## src/rtl/mdl_fifo_pkg.sv

```systemverilog
// mdl_fifo_pkg
// Shared definitions for the FIFO controller slice: address/count width
// helpers for the default 16-entry configuration and a width function so
// that modules built with a different DEPTH can size their own pointers.
// No ports (package).

package mdl_fifo_pkg;

  localparam int DEFAULT_DEPTH = 16;
  localparam int ADDR_W        = $clog2(DEFAULT_DEPTH);
  localparam int CNT_W         = ADDR_W + 1;

  typedef logic [ADDR_W-1:0] fifo_ptr_t;
  typedef logic [CNT_W-1:0]  fifo_cnt_t;

  // Pointer width for an arbitrary power-of-two depth.
  function automatic int fifo_addr_w(input int depth);
    return $clog2(depth);
  endfunction

  // Occupancy width: one extra bit so that a completely full FIFO
  // (count == depth) is representable.
  function automatic int fifo_cnt_w(input int depth);
    return $clog2(depth) + 1;
  endfunction

endpackage

```

## src/rtl/mdl_fifo_ptr.sv

```systemverilog
// mdl_fifo_ptr
// Wrapping pointer register used for both the write and read side of the
// FIFO. The pointer is exactly W bits wide, so with a power-of-two depth
// it wraps from DEPTH-1 back to 0 by plain binary overflow.
//
// Ports:
//   clk  in   clock, rising edge
//   rst  in   synchronous active-high reset, forces pointer to 0
//   clr  in   synchronous clear (flush), forces pointer to 0
//   inc  in   advance pointer by one
//   ptr  out  current pointer value

module mdl_fifo_ptr
  import mdl_fifo_pkg::*;
#(
  parameter int W = ADDR_W
) (
  input  logic         clk,
  input  logic         rst,
  input  logic         clr,
  input  logic         inc,
  output logic [W-1:0] ptr
);

  always_ff @(posedge clk) begin
    if (rst || clr) begin
      ptr <= '0;
    end else if (inc) begin
      ptr <= ptr + W'(1);
    end
  end

endmodule

```

## src/rtl/mdl_fifo_ctrl.sv

```systemverilog
// mdl_fifo_ctrl
// Synchronous FIFO controller driving the write and read ports of an
// external mdl_memory array. Converts a valid/ready push stream and a
// valid/ready pop stream into memory writes and reads, tracks occupancy,
// full/empty/almost-full status and a sticky high-water mark. Pop data is
// show-ahead: the head entry comes straight from the memory read port.
//
// Ports:
//   clk, rst            clock and synchronous active-high reset
//   flush               synchronous clear of pointers/count/hwm
//   in_valid/in_ready   push handshake, in_data is the push payload
//   out_valid/out_ready pop handshake, out_data is the head entry
//   mem_vld_in          memory write enable
//   mem_wr_addr         memory write address (write pointer)
//   mem_data_in         memory write data
//   mem_vld_out         memory read enable
//   mem_rd_addr         memory read address (read pointer)
//   mem_data_out        combinational memory read data
//   count               occupancy 0..DEPTH
//   full, empty, almost_full  status flags from registered count
//   hwm                 maximum count since the last reset or flush

module mdl_fifo_ctrl
  import mdl_fifo_pkg::*;
#(
  parameter int DEPTH        = 16,
  parameter int WIDTH        = 8,
  parameter int AFULL_THRESH = 12
) (
  input  logic                     clk,
  input  logic                     rst,
  input  logic                     flush,
  input  logic                     in_valid,
  output logic                     in_ready,
  input  logic [WIDTH-1:0]         in_data,
  output logic                     out_valid,
  input  logic                     out_ready,
  output logic [WIDTH-1:0]         out_data,
  output logic                     mem_vld_in,
  output logic [$clog2(DEPTH)-1:0] mem_wr_addr,
  output logic [WIDTH-1:0]         mem_data_in,
  output logic                     mem_vld_out,
  output logic [$clog2(DEPTH)-1:0] mem_rd_addr,
  input  logic [WIDTH-1:0]         mem_data_out,
  output logic [$clog2(DEPTH):0]   count,
  output logic                     full,
  output logic                     empty,
  output logic                     almost_full,
  output logic [$clog2(DEPTH):0]   hwm
);

  localparam int AW = fifo_addr_w(DEPTH);
  localparam int CW = fifo_cnt_w(DEPTH);

  localparam logic [CW-1:0] DEPTH_C = CW'(DEPTH);
  localparam logic [CW-1:0] AFULL_C = CW'(AFULL_THRESH);

  logic          push;
  logic          pop;
  logic [CW-1:0] count_nxt;
  logic [CW-1:0] hwm_nxt;
  logic [AW-1:0] wr_ptr;
  logic [AW-1:0] rd_ptr;

  assign empty       = (count == '0);
  assign full        = (count == DEPTH_C);
  assign almost_full = (count >= AFULL_C);

  // Handshakes are masked during reset and flush so that nothing is
  // accepted or consumed in a cycle whose state is being discarded.
  assign in_ready  = ~full  & ~rst & ~flush;
  assign out_valid = ~empty & ~rst & ~flush;

  assign push = in_valid  & in_ready;
  assign pop  = out_valid & out_ready;

  // Reads are only enabled when non-empty and writes only when not full,
  // so the memory's same-address write-through path is never exercised.
  assign mem_vld_in  = push;
  assign mem_wr_addr = wr_ptr;
  assign mem_data_in = in_data;
  assign mem_vld_out = ~empty;
  assign mem_rd_addr = rd_ptr;
  assign out_data    = mem_data_out;

  // Because push already includes flush/rst masking, the pointers only
  // need the explicit clear for the flush case itself.
  mdl_fifo_ptr #(.W(AW)) u_wr_ptr (
    .clk (clk),
    .rst (rst),
    .clr (flush),
    .inc (push),
    .ptr (wr_ptr)
  );

  mdl_fifo_ptr #(.W(AW)) u_rd_ptr (
    .clk (clk),
    .rst (rst),
    .clr (flush),
    .inc (pop),
    .ptr (rd_ptr)
  );

  // Simultaneous push and pop leave occupancy unchanged; the high-water
  // mark tracks the post-update count so it is never behind count.
  always_comb begin
    count_nxt = count;
    case ({push, pop})
      2'b10:   count_nxt = count + CW'(1);
      2'b01:   count_nxt = count - CW'(1);
      default: count_nxt = count;
    endcase
    hwm_nxt = (count_nxt > hwm) ? count_nxt : hwm;
  end

  always_ff @(posedge clk) begin
    if (rst || flush) begin
      count <= '0;
      hwm   <= '0;
    end else begin
      count <= count_nxt;
      hwm   <= hwm_nxt;
    end
  end

endmodule

```

## config.mk

```make
export PLATFORM = sky130hd
export DESIGN_NAME = mdl_fifo_ctrl
export DESIGN_NICKNAME = d
export VERILOG_FILES = /design/src/rtl/mdl_fifo_pkg.sv /design/src/rtl/mdl_fifo_ptr.sv /design/src/rtl/mdl_fifo_ctrl.sv
export SDC_FILE = /design/constraint.sdc
export NUM_CORES = 1
export LEC_CHECK = 0
export ABC_AREA = 1
export ABC_CLOCK_PERIOD_IN_PS = 3900
export CORE_MARGIN = 5
export CORE_UTILIZATION = 41
export DETAILED_ROUTE_END_ITERATION = 6
export HOLD_SLACK_MARGIN = 0.15
export PLACE_DENSITY = 0.8
export SLEW_MARGIN = 20
export SYNTH_ARGS = -nofsm -noshare
export SYNTH_HDL_FRONTEND = slang
export SYNTH_SLANG_ARGS = --single-unit
```

## constraint.sdc

```tcl
create_clock -name clk -period 3.9 [get_ports clk]
set_input_delay 0.78 -clock clk [delete_from_list [all_inputs] [get_ports clk]]
set_output_delay 0.78 -clock clk [all_outputs]
set_load 0.02 [all_outputs]
```

Word level (Yosys, flattened, before mapping)
Cells that the tools add are included.

storage, ports and cells
  output and inout bits = 41
  logic and storage cells = 26
  RAM bits = 0
  register bits after elaboration = 18
  bits of input ports = 21
  bits in latches = 0
  ROM bits = 0
  memories kept = 0

cells by class
  add/subtract/negate cells = 4
  eq/ne operators = 3
  magnitude comparators = 2
  bitwise gates (word level) = 10
  mux-type cells = 1
  div/mod/pow operators = 0
  shifts and indexed selects = 0
  reduce and logical (&&, ||, !) cells = 2
  multiply operators = 0

operators by type and width
  cell                                                  number
  one-hot mux 5 bit (2 select lines)                    1
  adder 4 x 1 -> 4 bit (second input constant)          2
  AND 1 bit                                             6
  adder 5 x 1 -> 5 bit (second input constant)          1
  equality test 5 bit (second input constant)           1
  >= comparator 5 x 4 -> 1 bit (second input constant)  1
  greater-than comparator 5 bit                         1
  zero test 5 bit                                       1
  subtractor 5 x 1 -> 5 bit (second input constant)     1
  inverter 1 bit                                        4
  equality test 2 x 1 -> 1 bit (second input constant)  1
  equality test 2 bit (second input constant)           1
  logical OR 1 bit                                      1

Depth between registers and ports, before layout
  depth in word-level cells = 8
  mapped depth = 23
  depth with buffers taken out = 23

Cells and area by module
From an unflattened synthesis, not the netlist that was laid out.

second synthesis, totals
  cell total of the unflattened synthesis = 181
  area total of the unflattened synthesis = 1246.2 sq um

by module, submodules not included
  module         cells an instance  seq. area each (sq um)  times used  area each (sq um)
  mdl_fifo_ctrl  137                200.2                   1           900.9
  mdl_fifo_ptr   22                 80.1                    2           172.7

Least setup slack after synthesis
OpenSTA, ideal clock, no wires.

  kind = input to register
  from = in rst
  to = reg hwm[0]
  setup time = 116 ps
  cell stages on the path = 20
  arrival time = 3033 ps
  required time = 3784 ps
  setup slack = 751 ps
  path buffers = 0
  cells stage by stage = nor2_4 > nand3_4 > inv_4 > ha_1 > ha_1 > or2_1 > nand2_1 > nand2_1 > nand2_1 > nand2_1 > nand2_1 > inv_1 > ha_1 > nand2_1 > nor2_1 > nand2_1 > nand2_4 > clkinv_1 > nor2_1 > nor2_1

on the way
  longest elaborated chain between the ends = 7
  elaborated cells on any way between the ends = 12
  classes of those cells = 1 x order compare; 2 x eq/ne; 1 x mux; 7 x bitwise; 1 x reduce/logical

ends and longest elaborated chain
  what                                                                 RTL line              RTL
  start: declaration                                                   mdl_fifo_ctrl.sv:31   input logic rst,
  inverter 1 bit *                                                     mdl_fifo_ctrl.sv:72   assign out_valid = ~empty & ~rst & ~flush;
  AND 1 bit * (2 in a row)                                             mdl_fifo_ctrl.sv:72
  AND 1 bit *                                                          mdl_fifo_ctrl.sv:75   assign pop = out_valid & out_ready;
  via pop                                                              mdl_fifo_ctrl.sv:59   logic pop;
  equality test 2 x 1 -> 1 bit or equality test 2 bit (tied branches)  mdl_fifo_ctrl.sv:108  case ({push, pop})
  one-hot mux 5 bit (2 select lines) *                                 mdl_fifo_ctrl.sv:108
  via count_nxt[4]                                                     mdl_fifo_ctrl.sv:60   logic [CW-1:0] count_nxt;
  greater-than comparator 5 bit *                                      mdl_fifo_ctrl.sv:113  hwm_nxt = (count_nxt > hwm) ? count_nxt : hwm;
  end signal: assignment                                               mdl_fifo_ctrl.sv:122  hwm <= hwm_nxt;
  end: declaration                                                     mdl_fifo_ctrl.sv:49   output logic [$clog2(DEPTH):0] hwm

The timed path passes the listed nets; every way through them passes the cells marked *.
A chain may end at the register's enable or synchronous reset.

Final worst setup path
Same ends and word-level chain as after synthesis.

==> results.json <==
{
  "critPathArrivalTime_ns": 3.69,
  "detail-route-antenna-nets": 0,
  "fin_skew_ns": 0.00162,
  "dp.cells": 232,
  "synth_fp_nets": 207,
  "p_leak_nw": 0.716,
  "cap_violations": 0,
  "first_iter_violations": 26,
  "cp.required_ns": 4.10,
  "clk_pin_slew_ns": 0.10,
  "regArea_um2": 360,
  "r2r_slack_ns": 0.87,
  "cts_buffer_depth": 2,
  "vias": 1043,
  "rsz0062_at_grt": "false",
  "synth.distinct_cells": 25,
  "vias_per_cell": 4.44,
  "path_class": "in -> reg",
  "fmax_mhz": 286,
  "layout.core_utilization": 0.511,
  "path_max_fanout": 9,
  "grt_usage": 0.120,
  "min_delay_path_depth": 2,
  "slew_viol_final": 0,
  "power_uw": 487,
  "dr.pass1.iters": 4,
  "relSlewSlack": 0.808,
  "yosys_warnings": 0,
  "instances_no_fill": 235,
  "dp_hpwl_um": 2050,
  "use_met1": 0.140,
  "seq_power_share": 0.418,
  "min_period_ns": 3.49,
  "r2r_cells": 22,
  "avgSynthCellArea_um2": 7.60,
  "die_area_um2": 4460,
  "endpoint_kind": "flop",
  "drive_gt1_frac": 0.136,
  "grt_use_met2": 0.207,
  "grt_pass1_wl_um": 4200,
  "grt_util_met3": 0.0455,
  "cts_hold_buf": 0,
  "intPower_uw": 308,
  "synth_area_um2": 1320,
  "cts_max_level": 1,
  "busiest_layer": "met2",
  "die_x_um": 66.8,
  "cts.sinks": 18,
  "status": "completed",
  "fin_crit_sh": 0.895,
  "num_rows": 20,
  "power.share.clock": 0.191,
  "hold_violations": 0,
  "initial_core_util": 0.430,
  "switching_share": 0.367,
  "ioPinCount": 62,
  "p_per_area_nw_per_um2": 310,
  "cts_buffers": 3,
  "setup_viol": 0,
  "grt_overflow": 0,
  "hold_class": "reg -> reg",
  "syn_inst": 174,
  "route.detailed.drc": 0,
  "root_buffer": "clkbuf_4",
  "wl_per_cell_um": 10.7,
  "core_area_um2": 3080,
  "antenna_found_initial": 0,
  "clk_latency_ns": 0.29,
  "final_nets": 226,
  "tightest_slew_ns": 0.285,
  "drt_wl_total_um": 2510,
  "finalSetupTns_ns": 0,
  "io_buffers": 29,
  "antenna_cells": 0,
  "grt_max_degree": 12,
  "yosysSeqAreaShare": 0.272,
  "grt_pass1_vias": 965,
  "vdd_drop_max_mv": 0.190,
  "cts_tree": "built",
  "dieHeight_um": 66.8,
  "area_delta_synth_final_pct": 18.9,
  "multi_input_area_um2": 718,
  "synth_seq_cells": 18,
  "gp_congestion": 0.734,
  "p_switching_uw": 179,
  "fill_cells": 293,
  "start_kind": "input pin",
  "p_comb_frac": 0.391
}
[worst max-delay path, cell delays in order]
cell,delay (ns)
clkdlybuf4s50_1,0.44
nor2_4,0.24
nand3_4,0.11
inv_4,0.07
ha_2,0.24
ha_1,0.27
or2_1,0.24
nand2_1,0.07
nand2_1,0.04
nand2_1,0.05
nand2_1,0.06
nand2_1,0.08
inv_1,0.05
ha_1,0.28
nand2_1,0.07
nor2_1,0.14
nand2_1,0.10
nand2_4,0.12
clkinv_1,0.08
nor2_1,0.09
nor2_1,0.05
[sequential cells by signal, summed over array words and instances (netlist names)]
signal	cells
count	5
hwm	5
u_rd_ptr.ptr	4
u_wr_ptr.ptr	4
[synthesized netlist by cell type]
master / count / area (um2)
a21oi_1: 6 / 30.0
a21oi_2: 4 / 35.0
buf_4: 17 / 128
buf_6: 2 / 22.5
clkinv_1: 1 / 3.75
dfxtp_1: 18 / 360
fa_1: 1 / 20.0
ha_1: 11 / 138
inv_1: 20 / 75.1
inv_2: 3 / 11.3
inv_4: 1 / 6.26
nand2_1: 44 / 165
nand2_2: 1 / 6.26
nand2_4: 1 / 11.3
nand3_1: 6 / 30.0
nand3_2: 2 / 20.0
nand3_4: 2 / 35.0
nand3b_1: 1 / 7.51
nand4_4: 2 / 42.5
nor2_1: 16 / 60.1
nor2_4: 2 / 22.5
o21ai_0: 5 / 25.0
or2_1: 1 / 6.26
xnor2_1: 3 / 26.3
xor2_1: 4 / 35.0
[final cells by class]
class,instances,share of cell area
clock buffer,3,0.0143
inverter,25,0.0613
multi-input combinational,112,0.457
sequential,18,0.229
tap,44,0.0350
timing repair buffer,33,0.204
[routing by layer]
layer  part of all wire  up-vias
met2               0.49       22
met3              0.056        5
li1                   -      564
met5                  0        -
met4              0.012        0
met1               0.44      452
[power by group through the flow]
stage	Combinational [mW]	Sequential [mW]	Clock [mW]
after floorplan	0.149	0.222	0
after global placement	0.187	0.208	0
after detailed placement	0.192	0.208	0
after CTS	0.192	0.204	0.0984
after global routing	0.222	0.205	0.105
final	0.190	0.204	0.0930
[cell families after synthesis]
family	after synthesis	synth area share
AOI/OAI and AO/OA	15	0.0681
xor gates and xnor gates	7	0.0464
adders and majority gates	12	0.119
buffers and inverters	44	0.186
DFF	18	0.272
and+or+nand+nor	78	0.307
[final timing paths]
kind | from | to
worst min register to register | u_wr_ptr.ptr[3] | u_wr_ptr.ptr[3]
worst max register to register | count[0] | hwm[0]
worst max-delay path | rst | hwm[0]
worst min-delay path | u_wr_ptr.ptr[3] | u_wr_ptr.ptr[3]
[cells in the final DEF (no fill, tap or decap)]
master	n
inv_2	3
ha_2	1
nand3_1	6
nand3_4	2
clkbuf_4	3
a21oi_2	4
nor2_1	16
o21ai_0	5
nor2_4	2
inv_1	20
nand2_1	44
clkinv_1	1
clkdlybuf4s50_1	29
nand3b_1	1
ha_1	10
nand4_4	2
nand2_2	1
xnor2_1	3
or2_1	1
inv_4	1
a21oi_1	6
nand3_2	2
buf_4	4
nand2_4	1
fa_1	1
dfxtp_1	18
xor2_1	4
[through the flow]
stage	setup slack, ns	area [um2]	hold slack [ns]
final	0.408	1570	0.501
after CTS	0.327	1570	0.507
after global placement	0.0591	1550	0.480
after floorplan	0.751	1320	0.564
after detailed placement	-0.00441	1550	0.489
after global routing	0.0652	1570	0.537
[what timing repair did]
item / in CTS / in global routing
gates resized for setup: 0 / 1
buffers inserted: 0 / 0
endpoints found under the setup margin: 0 / 1
Power figures use the tool's default switching activity.
